<file path="src/rtl/mem_arb_pkg.sv">
// ---------------------------------------------------------------------------
// mem_arb_pkg : shared encodings for the IF/D memory port arbiter
// Revision    : 1.0
// ---------------------------------------------------------------------------
`default_nettype none

package mem_arb_pkg;

  localparam logic [1:0] ST_IDLE    = 2'd0;
  localparam logic [1:0] ST_BUSY_IF = 2'd1;
  localparam logic [1:0] ST_BUSY_D  = 2'd2;

  typedef enum logic {
    OWN_IF = 1'b0,
    OWN_D  = 1'b1
  } owner_t;

endpackage

`default_nettype wire

</file>
<file path="src/rtl/arb_prio_sel.sv">
// ---------------------------------------------------------------------------
// arb_prio_sel : D-over-IF priority select with anti-starvation counter
// Revision     : 1.0
// ---------------------------------------------------------------------------
`default_nettype none

module arb_prio_sel #(
  parameter int STARVE_MAX = 4
) (
  input  logic clk,
  input  logic reset,
  input  logic idle_i,
  input  logic arb_en_i,
  input  logic if_cand_i,
  input  logic d_cand_i,
  input  logic if_req_i,
  output logic grant_if_o,
  output logic grant_d_o
);

  localparam int CTR_W = (STARVE_MAX < 1) ? 1 : $clog2(STARVE_MAX + 1);
  localparam logic [CTR_W-1:0] C_MAX = CTR_W'(STARVE_MAX);

  logic [CTR_W-1:0] starve_q, starve_d;
  logic             force_if;

  assign force_if   = (starve_q == C_MAX) && if_cand_i;
  assign grant_if_o = arb_en_i && if_cand_i && (!d_cand_i || force_if);
  assign grant_d_o  = arb_en_i && d_cand_i && !grant_if_o;

  // Counts D wins that bypassed a waiting fetch; raw if_req decides "waiting".
  always_comb begin
    starve_d = starve_q;
    if (grant_if_o) begin
      starve_d = '0;
    end else if (grant_d_o && if_req_i) begin
      if (starve_q != C_MAX) starve_d = starve_q + CTR_W'(1);
    end else if (idle_i && !if_req_i) begin
      starve_d = '0;
    end
  end

  always_ff @(posedge clk) begin
    if (reset) starve_q <= '0;
    else       starve_q <= starve_d;
  end

endmodule

`default_nettype wire

</file>
<file path="src/rtl/mem_port_arbiter.sv">
// ---------------------------------------------------------------------------
// mem_port_arbiter : shares one memory port between instruction fetch and data
// Build option     : MEM_ARB_BACK_TO_BACK_EN re-arbitrates in the ack cycle
// Revision         : 1.0
// ---------------------------------------------------------------------------
`default_nettype none

module mem_port_arbiter
  import mem_arb_pkg::*;
#(
  parameter int ADDR_W     = 32,
  parameter int DATA_W     = 32,
  parameter int STARVE_MAX = 4
) (
  input  logic                clk,
  input  logic                reset,
  input  logic                if_req,
  input  logic [ADDR_W-1:0]   if_addr,
  input  logic                if_kill,
  output logic                if_ready,
  output logic [DATA_W-1:0]   if_rdata,
  input  logic                d_req,
  input  logic                d_we,
  input  logic [DATA_W/8-1:0] d_be,
  input  logic [ADDR_W-1:0]   d_addr,
  input  logic [DATA_W-1:0]   d_wdata,
  output logic                d_ready,
  output logic [DATA_W-1:0]   d_rdata,
  output logic                mem_req,
  output logic                mem_we,
  output logic [DATA_W/8-1:0] mem_be,
  output logic [ADDR_W-1:0]   mem_addr,
  output logic [DATA_W-1:0]   mem_wdata,
  input  logic                mem_ack,
  input  logic [DATA_W-1:0]   mem_rdata
);

  localparam int BE_W = DATA_W / 8;

  logic [1:0]        state_q, state_d;
  logic              kill_pend_q, kill_pend_d;
  logic              mem_req_q, mem_req_d;
  logic              mem_we_q, mem_we_d;
  logic [BE_W-1:0]   mem_be_q, mem_be_d;
  logic [ADDR_W-1:0] mem_addr_q, mem_addr_d;
  logic [DATA_W-1:0] mem_wdata_q, mem_wdata_d;

  logic   idle, busy_if, busy_d, ack_if, ack_d, done;
  logic   arb_en, if_cand, d_cand;
  logic   grant_if, grant_d, grant_any;
  owner_t sel_own;

  assign idle    = (state_q == ST_IDLE);
  assign busy_if = (state_q == ST_BUSY_IF);
  assign busy_d  = (state_q == ST_BUSY_D);
  assign ack_if  = busy_if && mem_ack;
  assign ack_d   = busy_d && mem_ack;
  assign done    = ack_if || ack_d;

`ifdef MEM_ARB_BACK_TO_BACK_EN
  // The finishing owner is excluded: its req is still high during its own ack.
  assign arb_en  = idle || done;
  assign if_cand = if_req && !if_kill && !busy_if;
  assign d_cand  = d_req && !busy_d;
`else
  assign arb_en  = idle;
  assign if_cand = if_req && !if_kill;
  assign d_cand  = d_req;
`endif

  arb_prio_sel #(
    .STARVE_MAX (STARVE_MAX)
  ) u_prio (
    .clk        (clk),
    .reset      (reset),
    .idle_i     (idle),
    .arb_en_i   (arb_en),
    .if_cand_i  (if_cand),
    .d_cand_i   (d_cand),
    .if_req_i   (if_req),
    .grant_if_o (grant_if),
    .grant_d_o  (grant_d)
  );

  assign grant_any = grant_if || grant_d;
  assign sel_own   = grant_d ? OWN_D : OWN_IF;

  always_ff @(posedge clk) begin
    if (reset) state_q <= ST_IDLE;
    else       state_q <= state_d;
  end

  always_comb begin
    state_d = state_q;
    case (state_q)
      ST_IDLE: begin
        if (grant_any) state_d = (sel_own == OWN_D) ? ST_BUSY_D : ST_BUSY_IF;
      end
      ST_BUSY_IF, ST_BUSY_D: begin
        if (mem_ack) begin
          if (grant_any) state_d = (sel_own == OWN_D) ? ST_BUSY_D : ST_BUSY_IF;
          else           state_d = ST_IDLE;
        end
      end
      default: state_d = ST_IDLE;
    endcase
  end

  always_comb begin
    if_ready = !reset && ack_if && !kill_pend_q && !if_kill;
    d_ready  = !reset && ack_d;
    if_rdata = busy_if ? mem_rdata : '0;
    d_rdata  = busy_d ? mem_rdata : '0;
  end

  // Request fields are captured once at grant and held until the ack.
  always_comb begin
    mem_req_d   = mem_req_q;
    mem_we_d    = mem_we_q;
    mem_be_d    = mem_be_q;
    mem_addr_d  = mem_addr_q;
    mem_wdata_d = mem_wdata_q;
    if (grant_any) begin
      mem_req_d = 1'b1;
      if (sel_own == OWN_D) begin
        mem_we_d    = d_we;
        mem_be_d    = d_be;
        mem_addr_d  = d_addr;
        mem_wdata_d = d_wdata;
      end else begin
        mem_we_d    = 1'b0;
        mem_be_d    = '1;
        mem_addr_d  = if_addr;
        mem_wdata_d = '0;
      end
    end else if (done) begin
      mem_req_d = 1'b0;
    end
  end

  always_comb begin
    kill_pend_d = kill_pend_q;
    if (ack_if)                  kill_pend_d = 1'b0;
    else if (busy_if && if_kill) kill_pend_d = 1'b1;
  end

  always_ff @(posedge clk) begin
    if (reset) begin
      kill_pend_q <= 1'b0;
      mem_req_q   <= 1'b0;
      mem_we_q    <= 1'b0;
      mem_be_q    <= '0;
      mem_addr_q  <= '0;
      mem_wdata_q <= '0;
    end else begin
      kill_pend_q <= kill_pend_d;
      mem_req_q   <= mem_req_d;
      mem_we_q    <= mem_we_d;
      mem_be_q    <= mem_be_d;
      mem_addr_q  <= mem_addr_d;
      mem_wdata_q <= mem_wdata_d;
    end
  end

  assign mem_req   = mem_req_q;
  assign mem_we    = mem_we_q;
  assign mem_be    = mem_be_q;
  assign mem_addr  = mem_addr_q;
  assign mem_wdata = mem_wdata_q;

endmodule

`default_nettype wire
</file>
<file path="config.mk">
export PLATFORM = sky130hd
export DESIGN_NAME = mem_port_arbiter
export DESIGN_NICKNAME = d
export VERILOG_FILES = /design/src/rtl/mem_arb_pkg.sv /design/src/rtl/arb_prio_sel.sv /design/src/rtl/mem_port_arbiter.sv
export SDC_FILE = /design/constraint.sdc
export NUM_CORES = 1
export LEC_CHECK = 0
export CAP_MARGIN = 30
export CORE_UTILIZATION = 35
export CTS_CLUSTER_SIZE = 14
export DETAILED_ROUTE_END_ITERATION = 8
export GPL_TIMING_DRIVEN = 0
export PLACE_DENSITY = 0.8
export SETUP_SLACK_MARGIN = 0.02
export SLEW_MARGIN = 20
export SYNTH_ARGS = -nofsm -noshare
export SYNTH_HDL_FRONTEND = slang
export SYNTH_SLANG_ARGS = --single-unit
</file>
<file path="constraint.sdc">
create_clock -name clk -period 3 [get_ports clk]
set_input_delay 0.6 -clock clk [delete_from_list [all_inputs] [get_ports clk]]
set_output_delay 0.6 -clock clk [all_outputs]
set_load 0.03 [all_outputs]
</file>
* After elaboration in Yosys (flattened, before gate mapping)
Cells that the tools add are included.
Cells by class: add/sub/neg operators 1, multipliers 0, div/mod/pow operators 0, order comparisons 0, eq/ne operators 7, shift operators 0, multiplexer cells 17, bitwise logic cells 0, reduce and logical (&&, ||, !) cells 32
Operator list (number):
- 32-bit two-way mux | 4
- 1-bit logical AND | 15
- 3-bit two-way mux | 3
- 2-bit two-way mux | 4
- 1-bit zero test | 6
- 2-bit inequality test, second input constant | 3
- 2-bit OR reduction | 3
- 1-bit two-way mux | 4
- 4-bit two-way mux | 1
- 2-bit case mux with 2 select lines | 1
- 2-bit AND reduction | 2
- 2-bit nonzero test | 2
- 3-bit by 1-bit adder with 3-bit output, second input constant | 1
- 3-bit == test, second input constant | 1
- 1-bit logical OR | 3
- 3-bit inequality test, second input constant | 1
- 2-bit by 1-bit == test with 1-bit output, second input constant | 1
- 2-bit == test, second input constant | 1
- 2-bit zero test | 1
Storage, ports and cells: flip-flop bits (word level) 76, latch bits 0, RAM bits 0, memory bits (read-only) 0, input bits 139, word-level logic and storage cells 65, memories 0

* Depth between registers and ports, before layout
Gate-level depths: netlist of run 1.
depth after elaboration 12, gate-level depth with buffers 8

* Hierarchy
A second synthesis of run 1 with hierarchy kept.
Unflattened totals: cell total of the unflattened synthesis 429, area total of the unflattened synthesis 3828.7 um2
By module, submodules not included:
- mem_port_arbiter | times used 1, cells an instance 404, area each 3614.7 um2, seq. area each 1461.4 um2
- arb_prio_sel | times used 1, cells an instance 25, area each 214.0 um2, seq. area each 60.1 um2

* Worst setup path before layout of run 1
No wires, ideal clock.
path kind input to output, from input reset, to output d_ready, arrival 1.330 ns, setup slack 1.070 ns, stages on the path 3, path through clkbuf_1 clkbuf_1 and3b_1
Between the ends: cells in the longest elaborated chain, start to end 2
RTL lines:
- start, declared | line mem_port_arbiter.sv:16 | input logic reset,
- 1-bit zero test | line mem_port_arbiter.sv:111 | d_ready = !reset && ack_d;
- 1-bit logical AND | line mem_port_arbiter.sv:111
- end, declared | line mem_port_arbiter.sv:27 | output logic d_ready,
No other way between the ends.

* Worst setup path after layout of run 1
from register state_q[1], to output if_rdata[25]
Between the ends: cells in the longest elaborated chain, start to end 2
RTL lines:
- start, declared | line mem_port_arbiter.sv:40 | logic [1:0] state_q, state_d;
- start signal, assigned | line mem_port_arbiter.sv:90 | else state_q <= state_d;
- 2-bit by 1-bit == test with 1-bit output | line mem_port_arbiter.sv:54 | assign busy_if = (state_q == ST_BUSY_IF);
- 32-bit two-way mux | line mem_port_arbiter.sv:112 | if_rdata = busy_if ? mem_rdata : '0;
- end, declared | line mem_port_arbiter.sv:21 | output logic [DATA_W-1:0] if_rdata,
No other way between the ends.

==> results of run 1 <==
-- worst paths after layout --
path | from | to | slack, ps
setup / recovery | state_q[1]$_SDFFE_PP0P_ | if_rdata[25] | 180
hold / removal | mem_req$_SDFFE_PP0P_ | mem_req$_SDFFE_PP0P_ | 470
setup reg to reg | state_q[0]$_SDFFE_PP0P_ | mem_addr[28]$_SDFFE_PP0P_ | 1130
hold reg to reg | mem_req$_SDFFE_PP0P_ | mem_req$_SDFFE_PP0P_ | 470
-- state kept, by name (all words and copies together), names as in the netlist --
signal           cells
u_prio.starve_q      3
mem_req              1
state_q              2
mem_be               4
kill_pend_q          1
mem_addr            32
mem_wdata           32
mem_we               1
-- metrics by stage --
step	utilization [%]	setup WS, ps
finish	66.4	184
detailed placement	64.3	261
global route	66.4	52.7
global placement	64.3	273
floorplan	-	1070
CTS	66.4	59.6
-- critical path, delay by kind of cell, from the launching register on --
| family | cells | cell delay (ps) |
|---|---|---|
| and+or+nand+nor | 1 | 180 |
| adders and majority gates | 1 | 290 |
| DFF | 1 | 350 |
| buffers and inverters | 3 | 1040 |
-- kinds of logic after synthesis --
group,Yosys count
AOI/OAI and AO/OA,119
buffers and inverters,42
and+or+nand+nor,186
adders and majority gates,6
DFF,76
-- power by group through the flow --
stage	Clock (uW)	Sequential [uW]	Combinational, uW
after floorplan	0	1490	815
after global placement	0	1240	1790
after detailed placement	0	1240	1820
after CTS	869	1220	1830
after global routing	908	1240	1940
final	846	1220	1820
-- metal layers --
layer	share of wire, %	vias up
met5	0	-
met4	0.91	0
met3	6.6	12
met2	51	137
met1	42	1965
li1	-	2052
-- placed cells by master, fill, tap and decap left out, drive strengths merged --
cell type and count:
bufinv 1, o21ai 5, a2111oi 1, a211oi 33, o21a 1, nand4 3, and2 64, a31oi 1
nand3 1, inv 9, clkinv 1, clkdlybuf4s50 273, and3b 1, nand4b 1, o2111ai 1, dfxtp 76
and3 1, o22ai 4, and2b 1, a21boi 1, a22oi 33, nor2b 1, buf 23, a21oi 39
nor2 70, nand2 39, and4b 2, ha 6, clkbuf 24, nand2b 2
-- layout make-up --
cell class              count  area [um^2]  share of cell area (%)
repair buffers            273         2730                    39.7
multi-input cells         311         1970                    28.7
flip-flops and latches     76         1520                    22.1
plain buffers              38          264                    3.83
well taps                 136          170                    2.47
clock buffers               9          124                    1.80
clock inverters             7         87.6                    1.27
inverters                   4         15.0                   0.218
==> results.cfg, run 1 <==
[synthesis]
synth_ff_type = dfxtp_1
synthSimpleGateAreaFrac_pct = 24.5
syn_avg_cell_area_um2 = 8.78
ys_seq_area_share_pct = 40.4
synth-adder-area-share_pct = 1.99
synth-seq-cells = 76
yosysMostFrequentCell = dfxtp_1
yosys_warnings = 0
netlist_top_cells_count = 76 x dfxtp_1, 70 x nor2_1, 64 x and2_1
syn_inst = 429
syn-num-nets = 574
synth_compound_area_share_pct = 25.9
synth_top_area_cell = dfxtp_1
synthXorXnorAreaFrac_pct = 0
netlist.area_leader.share_pct = 40.4
synth_top_family_by_area = compound AO/OA/AOI/OAI gates
async_flop_share_pct = 0
muxShareOfSynthArea_pct = 0
synthesis.area_um2 = 3770
synth_edf_count = 0
synth_cell_type_count = 33
synth_area_leaders = dfxtp_1 40%, and2_1 11%, a211oi_2 7.0%, nor2_1 7.0%, a22oi_1 6.6%

[timing]
finClkSkew_ps = 10.8
fin_crit_sh_pct = 93.9
finalSetupTns_ps = 0
hold_violations = 0
slew_headroom_pct = 53.0
whs_ps = 467
setup_viol = 0
timing.final.crit_period_ps = 2820
rsz0062_at_grt = false
worstMarginPinSlew_ps = 705
slew_viol_final = 0
max_freq_mhz = 355

[die]
die-area_um2 = 11200
ios = 275
initial_core_util_pct = 36.3
coreArea_um2 = 10400
num_rows = 37
die_x_um = 106
die_h_um = 106

[detailed_routing]
vias_per_cell = 4.88
dr.pass1.iters = 4
wl_per_cell_um = 15.8
drt_wl_total_mm = 13.5
remaining_drc_errors = 0
antenna_left = 0
via_count = 4166
drt_iter0_drc = 203

[clocking]
postCtsHoldBufs = 0
clkSinkCount = 76
cts_max_path_buffers = 2
root_buffer = clkbuf_8
post-cts-setup-buffers = 0
htreeDepth = 3
cts_tree = built
clk_pin_slew_ps = 90
clock_latency_ps = 360
ctsResizeCount = 1
cts_buffers = 9

[global_route]
grt.total_usage_pct = 23.7
grt.overflow.total = 0
grt.busiest_layer = met2
first_global_vias = 4218
antenna_found_initial = 0
use_met2_pct = 42.5
grt_pass1_wl_mm = 21.0
met1_usage_pct = 27.8
grt_max_degree = 17
gr-usage-met3_pct = 5.94

[final_layout]
nets = 858
fill_cells = 872
drive_gt1_share_pct = 12.8
final_area_um2 = 6890
area_delta_synth_final_pct = 82.9
fin_cells = 854
antenna_cells = 0

[pwr]
combPwrFrac_pct = 46.9
leakagePower_uw = 0.00263
p_sw_share_pct = 39.1
p_int_uw = 2370
powerDensity_nw_per_um2 = 565
seq_power_share_pct = 31.4
vdd_ir_drop_max_mv = 0.317
p_clk_share_pct = 21.7
total_power_uw = 3890
power.switching_uw = 1520

[min_path]
min_path_type = reg -> reg
hold_depth = 2

[placed_design]
place_inst = 838
place_congestion = 0.818
place.detailed.hpwl_mm = 10.4
placed_area_um2 = 6670
io_buffers = 273

[worst_setup_path]
slowest_delay_ps = 680
crit_chain = inv_1, ha_2, clkbuf_1, and2_1, clkdlybuf4s50_1
path_max_fanout = 10
crit_arrival_ps = 2220
cp_slowest_cell = clkdlybuf4s50_1
r2r_cells = 7
critPathCaptureType = output port
critPathKind = reg -> out
worstPathRequired_ps = 2400
start_kind = register

[status]
outcome = finished, final reports clean

[job]
cap_viol_max_count = 0
(Power assumes the default switching activity.)
==> run 2: changes to the inputs <==
--- a/config.mk
+++ b/config.mk
@@ -7,6 +7,7 @@
 export LEC_CHECK = 0
 export CAP_MARGIN = 30
 export CORE_UTILIZATION = 35
+export CTS_CLUSTER_DIAMETER = 60
 export CTS_CLUSTER_SIZE = 14
 export DETAILED_ROUTE_END_ITERATION = 8
 export GPL_TIMING_DRIVEN = 0
@@ -16,3 +17,4 @@
 export SYNTH_ARGS = -nofsm -noshare
 export SYNTH_HDL_FRONTEND = slang
 export SYNTH_SLANG_ARGS = --single-unit
+export TNS_END_PERCENT = 5
==> results.cfg, run 2 (same netlist as run 1, synthesis figures left out) <==
[status]
outcome = finished, final reports clean

[global_route]
first_global_vias = 4218
antenna_found_initial = 0
grt.total_usage_pct = 23.7
grt.overflow.total = 0
grt_max_degree = 17
grt_pass1_wl_mm = 21.0

[timing]
worstMarginPinSlew_ps = 705
fin_crit_sh_pct = 96.3
finalSetupTns_ps = 0
finClkSkew_ps = 10.6
hold_violations = 0
whs_ps = 467
max_freq_mhz = 346
setup_viol = 0
slew_viol_final = 0
timing.final.crit_period_ps = 2890
rsz0062_at_grt = true
slew_headroom_pct = 53.0

[worst_setup_path]
r2r_cells = 7
r2r-start = state_q[0]$_SDFFE_PP0P_
critPathKind = reg -> out
start_kind = register
worstPathRequired_ps = 2400
ff2ff_setup_slack_ps = 1130
rr_endpoint = mem_addr[28]$_SDFFE_PP0P_
crit_arrival_ps = 2290
critPathCaptureType = output port
path_max_fanout = 10

[final_layout]
final_cell_mix = 273 x clkdlybuf4s50_1, 76 x dfxtp_1, 70 x nor2_1
layout_commonest_cell = clkdlybuf4s50_1
nets = 858
area_delta_synth_final_pct = 82.8
antenna_cells = 0
drive_gt1_share_pct = 12.4

[detailed_routing]
drt_wl_total_mm = 13.5
drt_iter0_drc = 215
via_count = 4178
remaining_drc_errors = 0
dr.pass1.iters = 4
antenna_left = 0
vias_per_cell = 4.89
wl_per_cell_um = 15.8

[clocking]
cts_buffers = 9
cts_max_path_buffers = 2
htreeDepth = 3
clock_latency_ps = 360
clk_pin_slew_ps = 90
root_buffer = clkbuf_8
clkSinkCount = 76
cts_tree = built
postCtsHoldBufs = 0

[die]
ios = 275
die_h_um = 106
coreArea_um2 = 10400
die-area_um2 = 11200
die_x_um = 106
num_rows = 37
initial_core_util_pct = 36.3

[min_path]
hold_depth = 2
hp-start = mem_req$_SDFFE_PP0P_
hold_end = mem_req$_SDFFE_PP0P_
min_path_type = reg -> reg

[placed_design]
io_buffers = 273
place.detailed.hpwl_mm = 10.4
place_congestion = 0.818

[job]
cap_viol_max_count = 0

[pwr]
leakagePower_uw = 0.00262
total_power_uw = 3890
powerDensity_nw_per_um2 = 565
vdd_ir_drop_max_mv = 0.318
run 2: cell count changes in the layout (fill, tap and decap cells not counted):
cell / delta
clkbuf_2: -3
clkbuf_1: +3
run 2: cell type report:
class,instances,area [um^2]
multi-input combinational,311,1970
fill,875,3480
clock inverter,7,87.6
inverter,4,15.0
clock buffer,9,124
tap,136,170
timing repair buffer,273,2730
buffer,38,260
sequential,76,1520
run 2: metal layers:
metal | track usage (%) | part of all wire [%] | up-vias
li1 | - | - | 2049
met1 | 27.8 | 41 | 1961
met2 | 42.5 | 51 | 156
met3 | 5.94 | 7.1 | 12
met4 | 6.75 | 0.90 | 0
met5 | 0 | 0 | -
run 2: repair_timing:
action,4_1_cts,5_1_grt
resized for setup,1,3
setup endpoints to repair,2,36
buffers inserted,0,0
run 2: through the flow:
step | worst slack [ps] | instance area, um^2 | utilization [%] | instances
final | 110 | 6890 | 66.4 | 854
after floorplan | 1070 | 3770 | - | 429
after global placement | 273 | 6670 | 64.3 | 838
after global routing | -25.2 | 6890 | 66.4 | 854
after CTS | 59.6 | 6880 | 66.4 | 854
after detailed placement | 261 | 6670 | 64.3 | 838
run 2: critical path: stages, from the launching register on:
cell and delay, ps:
dfxtp_1 340, inv_1 90, ha_1 300, clkbuf_1 310
and2_1 190, clkdlybuf4s50_1 710
run 2: power by group:
| part | switching (uW) | internal [uW] |
|---|---|---|
| combinational | 1010 | 815 |
| sequential | 75.5 | 1150 |
| clock | 440 | 406 |
run 2: how the worst max path moves through the flow:
| stage | from | slack, ps | cells past startpoint | to |
|---|---|---|---|---|
| after floorplan | reset | 1070 | 3 | d_ready |
| after global placement | if_kill | 270 | 4 | if_ready |
| after detailed placement | if_kill | 260 | 4 | if_ready |
| after CTS | state_q[1]$_SDFFE_PP0P_ | 60 | 5 | if_rdata[19] |
| after global routing | state_q[0]$_SDFFE_PP0P_ | -30 | 5 | d_rdata[2] |
| final | state_q[0]$_SDFFE_PP0P_ | 110 | 5 | d_rdata[2] |
